<file path="config.mk">
export PLATFORM = sky130hd
export DESIGN_NAME = pipe_ctrl
export DESIGN_NICKNAME = d
export VERILOG_FILES = /design/src/rtl/pipe_ctrl.sv
export SDC_FILE = /design/constraint.sdc
export NUM_CORES = 1
export LEC_CHECK = 0
export ABC_AREA = 1
export CELL_PAD_IN_SITES_DETAIL_PLACEMENT = 1
export CELL_PAD_IN_SITES_GLOBAL_PLACEMENT = 1
export CORE_MARGIN = 3
export CORE_UTILIZATION = 24
export CTS_BUF_LIST = sky130_fd_sc_hd__clkbuf_2 sky130_fd_sc_hd__clkbuf_4 sky130_fd_sc_hd__clkbuf_8
export DETAILED_ROUTE_END_ITERATION = 6
export PLACE_DENSITY = 0.84
export SLEW_MARGIN = 20
export SYNTH_ARGS = -nofsm -noshare
export SYNTH_HDL_FRONTEND = slang
export SYNTH_SLANG_ARGS = --single-unit
</file>
<file path="constraint.sdc">
create_clock -name clk -period 1.4 [get_ports clk]
set_input_delay 0.28 -clock clk [delete_from_list [all_inputs] [get_ports clk]]
set_output_delay 0.28 -clock clk [all_outputs]
set_load 0.03 [all_outputs]
</file>
<file path="src/rtl/pipe_ctrl.sv">
// pipe_ctrl -- central pipeline sequencer for the FMRT Mini Core.
//
// Generates the stall/flush pair for if_reg, id_reg, ex_reg and mem_reg
// from committed exceptions, ERET, memory wait, branch redirects,
// load-use hazards and fetch wait. Only the highest-priority active event
// acts in a cycle. It also latches EPC and the exception code, and drives
// the PC redirect.
//
// Optional build macro: PIPE_CTRL_TIMEOUT_EN
//   defined   -> mem_busy watchdog counter raising TIMEOUT_CODE after
//                MEM_TIMEOUT consecutive busy cycles
//   undefined -> no counter; mem_busy stalls indefinitely
//
// Ports:
//   clk, reset_                    clock, async active-low reset
//   if_busy, mem_busy              fetch not ready / data access pending
//   dec_rs1/rs2_addr, _used        source operands of decode instruction
//   id_is_load, id_rd_addr,
//   id_gpr_we_                     instruction in ID/EX (we is active-low)
//   br_taken, br_target            EX-resolved redirect
//   mem_exp_code, mem_pc, mem_eret instruction in ex_reg
//   {if,id,ex,mem}_stall/_flush    per-register hold / clear
//   new_pc, new_pc_en              redirect address / valid
//   epc, exp_code, exc_active      saved exception state

`ifndef REG_ADDR_BUS
`define REG_ADDR_BUS 4:0
`endif
`ifndef WORD_DATA_BUS
`define WORD_DATA_BUS 31:0
`endif
`ifndef EXP_CODE_BUS
`define EXP_CODE_BUS 2:0
`endif
`ifndef EXP_NO_EXP
`define EXP_NO_EXP 3'h0
`endif

module pipe_ctrl #(
  parameter logic [`WORD_DATA_BUS] EXP_VECTOR   = 32'h0000_0100,
  parameter int                    MEM_TIMEOUT  = 16,
  parameter logic [`EXP_CODE_BUS]  TIMEOUT_CODE = 3'd1
) (
  input  logic                  clk,
  input  logic                  reset_,
  input  logic                  if_busy,
  input  logic                  mem_busy,
  input  logic [`REG_ADDR_BUS]  dec_rs1_addr,
  input  logic [`REG_ADDR_BUS]  dec_rs2_addr,
  input  logic                  dec_rs1_used,
  input  logic                  dec_rs2_used,
  input  logic                  id_is_load,
  input  logic [`REG_ADDR_BUS]  id_rd_addr,
  input  logic                  id_gpr_we_,
  input  logic                  br_taken,
  input  logic [`WORD_DATA_BUS] br_target,
  input  logic [`EXP_CODE_BUS]  mem_exp_code,
  input  logic [`WORD_DATA_BUS] mem_pc,
  input  logic                  mem_eret,
  output logic                  if_stall,
  output logic                  id_stall,
  output logic                  ex_stall,
  output logic                  mem_stall,
  output logic                  if_flush,
  output logic                  id_flush,
  output logic                  ex_flush,
  output logic                  mem_flush,
  output logic [`WORD_DATA_BUS] new_pc,
  output logic                  new_pc_en,
  output logic [`WORD_DATA_BUS] epc,
  output logic [`EXP_CODE_BUS]  exp_code,
  output logic                  exc_active
);

  typedef enum logic {
    RUN     = 1'b0,
    HANDLER = 1'b1
  } state_t;

  state_t                  state, state_nxt;
  logic [`WORD_DATA_BUS]   epc_nxt;
  logic [`EXP_CODE_BUS]    exp_code_nxt;
  logic                    timeout_fire;
  logic                    exc_take;
  logic                    load_use;

`ifdef PIPE_CTRL_TIMEOUT_EN
  localparam logic [7:0] TIMEOUT_LAST = 8'(MEM_TIMEOUT - 1);

  logic [7:0] busy_cnt, busy_cnt_nxt;

  assign timeout_fire = mem_busy && (busy_cnt == TIMEOUT_LAST);

  // Cleared on exception entry and on any non-busy cycle; saturates so a
  // very long stall in HANDLER cannot wrap back to a small count.
  always_comb begin
    busy_cnt_nxt = busy_cnt;
    if (exc_take || !mem_busy) begin
      busy_cnt_nxt = '0;
    end else if (busy_cnt != 8'hFF) begin
      busy_cnt_nxt = busy_cnt + 8'd1;
    end
  end

  always_ff @(posedge clk or negedge reset_) begin
    if (!reset_) begin
      busy_cnt <= '0;
    end else begin
      busy_cnt <= busy_cnt_nxt;
    end
  end
`else
  logic unused_timeout_cfg;
  assign unused_timeout_cfg = ^MEM_TIMEOUT;
  assign timeout_fire       = 1'b0;
`endif

  assign exc_take = (mem_exp_code != `EXP_NO_EXP) || timeout_fire;

  // rd==0 never creates a hazard since x0 is never actually written.
  assign load_use = id_is_load && !id_gpr_we_ && (id_rd_addr != '0) &&
                    ((dec_rs1_used && (dec_rs1_addr == id_rd_addr)) ||
                     (dec_rs2_used && (dec_rs2_addr == id_rd_addr)));

  always_comb begin
    if_stall     = 1'b0;
    id_stall     = 1'b0;
    ex_stall     = 1'b0;
    mem_stall    = 1'b0;
    if_flush     = 1'b0;
    id_flush     = 1'b0;
    ex_flush     = 1'b0;
    mem_flush    = 1'b0;
    new_pc       = '0;
    new_pc_en    = 1'b0;
    state_nxt    = state;
    epc_nxt      = epc;
    exp_code_nxt = exp_code;

    if (exc_take) begin
      // A real fault code wins over a simultaneous watchdog expiry.
      if_flush     = 1'b1;
      id_flush     = 1'b1;
      ex_flush     = 1'b1;
      mem_flush    = 1'b1;
      new_pc       = EXP_VECTOR;
      new_pc_en    = 1'b1;
      epc_nxt      = mem_pc;
      exp_code_nxt = (mem_exp_code != `EXP_NO_EXP) ? mem_exp_code : TIMEOUT_CODE;
      state_nxt    = HANDLER;
    end else if (mem_eret && (state == HANDLER)) begin
      if_flush     = 1'b1;
      id_flush     = 1'b1;
      ex_flush     = 1'b1;
      mem_flush    = 1'b1;
      new_pc       = epc;
      new_pc_en    = 1'b1;
      exp_code_nxt = `EXP_NO_EXP;
      state_nxt    = RUN;
    end else if (mem_busy) begin
      if_stall  = 1'b1;
      id_stall  = 1'b1;
      ex_stall  = 1'b1;
      mem_stall = 1'b1;
    end else if (br_taken) begin
      if_flush  = 1'b1;
      id_flush  = 1'b1;
      new_pc    = br_target;
      new_pc_en = 1'b1;
    end else if (load_use) begin
      // Hold the consumer in IF/ID and inject one bubble into ID/EX; the
      // bubble removes the load from ID/EX, so this ends after one cycle.
      if_stall = 1'b1;
      id_flush = 1'b1;
    end else if (if_busy) begin
      if_flush = 1'b1;
    end
  end

  always_ff @(posedge clk or negedge reset_) begin
    if (!reset_) begin
      state    <= RUN;
      epc      <= '0;
      exp_code <= `EXP_NO_EXP;
    end else begin
      state    <= state_nxt;
      epc      <= epc_nxt;
      exp_code <= exp_code_nxt;
    end
  end

  assign exc_active = (state == HANDLER);

endmodule

</file>
Word level (Yosys, flattened, before mapping)
Cells that the tools add are included.
- flip-flop bits (word level): 36
- input port bits: 92
- output and inout bits: 77
- logic and storage cells: 48
- eq/ne operators: 2
- multiplexer cells: 32
- reduce and logical (&&, ||, !) cells: 11
- operator list (operator ; count):
    $mux W32 ; 4
    $mux W1 ; 26
    $eq A5 B5 Y1 ; 2
    $logic_and A1 B1 Y1 ; 6
    $mux W3 ; 2
    $reduce_bool A5 Y1 ; 1
    $reduce_bool A3 Y1 ; 1
    $reduce_bool A2 Y1 ; 1
    $logic_not A1 Y1 ; 1
    $logic_or A1 B1 Y1 ; 1

Logic depth before layout (Yosys ltp)
- word-level depth: 9
- gate-level depth with buffers: 9

Worst setup path before layout
Ideal clock, no wire load.
- path type: register to output
- start point: reg state (netlist: exc_active)
- end point: out if_stall
- data arrival time: 1.883 ns
- slack: -0.763 ns
- cell stages (with the launch flop): 6
- path buffers: 0
- cell sequence: dfrtp_1 -> nand2_1 -> nand2_1 -> nor2_2 -> inv_1 -> a21oi_1
- cells in the longest elaborated chain, start to end: 3
- RTL lines (what ; RTL line ; RTL):
    start, declared ; 80 ; state_t state, state_nxt;
    start signal, assigned ; 186 ; state <= state_nxt;
    $logic_and A1 B1 Y1 ; 151 ; end else if (mem_eret && (state == HANDLER)) begin
    $mux W1 ; 151 ;
    $mux W1 ; 140 ; if (exc_take) begin
    end, declared ; 60 ; output logic if_stall,
Every way passes these cells.

Final worst setup path
- start point: reg state (netlist: exc_active)
- end point: out new_pc[12]
- cells in the longest elaborated chain, start to end: 3
- RTL lines (what ; RTL line ; RTL):
    $logic_and A1 B1 Y1 ; 151 ;
    $mux W32 ; 151 ;
    $mux W32 ; 140 ;
    end, declared ; 68 ; output logic [`WORD_DATA_BUS] new_pc,
Every way passes these cells.

==> run summary <==
Antenna Nets Post-Route = 0
Post-Synthesis Cells = 298
Final GP Congestion = 0.746
post-synthesis xor/xnor area fraction = 0%
Tot GR Track Use = 21.8%
ys async rst share = 100%
Final setup viols = 41
hold crit path type = in -> reg
Worst Setup End Kind = output port
CTS Buf Count = 5
TritonCTS clock tree = done
Vias = 2,901
top cells by area, synth = dfrtp_1, a211oi_2, nand2_1
share of the synthesized area in the top cell type = 38.8%
Crit path arrival time = 1580 ps
final period demand of the worst path = 1860 ps
fmax = 536 MHz
clock sink count = 36
cell taking the most area after synthesis = dfrtp_1
DRC Markers = 0
antenna violations before repair = 0
slew margin rel. = 72.5%
layout cells sized above 1 = 37.9%
area of the core = 9330 µm²
Worst-Skew Late Latency = 280 ps
Synth Area in Simple Gates = 15.4%
register area share after synthesis = 38.8%
WL per Instance = 19.0 µm
Final Cycle Share = 133%
row cnt = 35
1st-pass router iterations = 4
Post-Layout Cell Count = 636
PnR worst setup slack = -465 ps
P_leak = 2.46 nW
Synth Register Bits = 36
io pins = 169
Final #Nets = 598
number of global-route vias before repair = 3,453
Mean Syn Cell Area = 7.79 µm²
WL final = 12,100 µm
largest family of logic cells by synthesized area = compound AO/OA/AOI/OAI gates
Commonest cells post-synth = nand2_1, inv_1, dfrtp_1
Unique masters post-synth = 20
EDFF count, synth = 0
Max Cap Viol = 0
starting DRC count in detailed routing = 53
RSZ-0062 raised after global routing = yes
Die W = 104 µm
Crit Path Category = reg -> out
synthesized area = 2320 µm²
post-synthesis adder-cell area fraction = 0%
Clk pin slew, worst setup/hold paths = 70 ps
FILL cells = 1,043
Fin Clk Skew = 0.126 ps
Worst Setup Start Kind = flop
initial cell density of the core = 24.9%
Syn. warnings = 0
worst-margin pin slew = 413 ps
Die ar. = 10,900 µm²
number of diodes = 0
worst hold slack = 253 ps
status = finished with violations
area grow syn2layout = 134%
final-report hold violation count = 0
Mapped Nets = 390
failing checks = negative setup slack
grt ovf = 0
Cells after DPL = 601
PortBufs = 168
Power Density = 643 nW/µm²
Root Buffer = clkbuf_8
post-synthesis mux area share = 0%
H-tree depth = 2
most frequent cell after synthesis = nand2_1
Slew Viols, Final = 0
largest net degree at the start of global routing = 27
Synth Area in Compound Gates = 31.4%
DR vias/cell = 4.56
Die Ht = 104 µm
first-pass GRT wire length = 18,700 µm
detailed placer's ending HPWL = 7790 µm
CP Max Fanout = 8
dominant synthesized flop cell = dfrtp_1
CTS Buffer Depth = 2
Peak VDD IR = 327 µV
Worst EP required = 1120 ps
## stage by stage
step / util, % / cell area, µm² / power [mW] / setup TNS [ps] / setup slack (ps)
after floorplan: - / 2720 / 1.86 / -7700 / -251
after global placement: 48.7 / 4540 / 2.46 / -33880 / -677
after detailed placement: 48.7 / 4540 / 2.50 / -38560 / -728
after CTS: 58.0 / 5410 / 3.50 / -15100 / -442
after global routing: 58.2 / 5430 / 3.68 / -17670 / -531
final: 58.2 / 5430 / 3.49 / -15200 / -465
## state kept, by name, indices dropped and copies added, names as in the netlist
name        cells
epc            32
exc_active      1
exp_code        3
## cell families after synthesis
kind of cell | Yosys count
flops | 36
simple gates | 88
compound gates | 100
buf+inv | 74
## what timing repair did
item / 4_1_cts / 5_1_grt
endpoints found under the setup margin: 92 / 47
hold endpoints to repair: 15 / 0
cloned: 11 / 0
hold buffers: 1 / 0
gates resized for setup: 186 / 21
pin swaps: 32 / 6
buffers inserted: 14 / 3
## layout by cell type (no fill, tap or decap), types with 3 or more instances in the layout
| cell type | synthesis | layout |
|---|---|---|
| buf_2 | 7 | 3 |
| a21oi_4 | 0 | 8 |
| a21oi_2 | 0 | 18 |
| nand2_4 | 0 | 3 |
| buf_4 | 3 | 23 |
| buf_12 | 0 | 10 |
| a211oi_4 | 0 | 31 |
| nor2_1 | 13 | 11 |
| clkbuf_8 | 0 | 6 |
| a31o_2 | 3 | 3 |
| nand2_2 | 0 | 3 |
| clkdlybuf4s50_1 | 0 | 68 |
| o21ai_0 | 33 | 30 |
| buf_6 | 5 | 49 |
| nand2_1 | 67 | 61 |
| dfrtp_1 | 36 | 35 |
| buf_16 | 0 | 8 |
| a21oi_1 | 33 | 7 |
| bufbuf_16 | 0 | 3 |
| dlygate4sd2_1 | 0 | 46 |
| clkdlybuf4s15_1 | 0 | 5 |
| inv_1 | 50 | 46 |
## critical path, stage by stage (launching register included)
cell and delay, ps:
dfrtp_2 430, nand2_4 110, inv_12 70, buf_16 150
buf_6 120, a211oi_4 250, buf_6 160
## area by class of cell
type / count / area [µm²] / area share, %
well taps: 129 / 161 / 2.97
multi-input cells: 188 / 1570 / 28.9
repair buffers: 222 / 2460 / 45.4
inverters: 52 / 229 / 4.22
clock buffers: 8 / 97.6 / 1.80
repair inverters: 1 / 6.26 / 0.115
flip-flops and latches: 36 / 902 / 16.6
## power breakdown
part | total, mW | switching (mW) | internal, mW
Clock | 0.805 | 0.365 | 0.441
Sequential | 1.16 | 0.0448 | 1.12
Combinational | 1.53 | 0.832 | 0.695
## final timing paths
check	start	to	slack (ps)	cells past startpoint
max	exc_active	new_pc[12]	-460	6
min reg2reg	exp_code[2]	exp_code[2]	520	1
min in group asynchronous	reset_	epc[16]	470	2
max reg2reg	exc_active	exp_code[1]	270	4
max in group asynchronous	reset_	exc_active	450	3
min	mem_exp_code[1]	exp_code[1]	250	2
## per-layer routing
metal | track usage [%] | vias to the layer above | wire (µm)
met4 | 5.51 | 0 | 198
met2 | 43.5 | 101 | 6960
li1 | - | 1362 | -
met5 | 0 | - | 0
met3 | 4.72 | 16 | 555
met1 | 22.7 | 1422 | 4370
No activity file was read; power rests on OpenSTA's default activity.
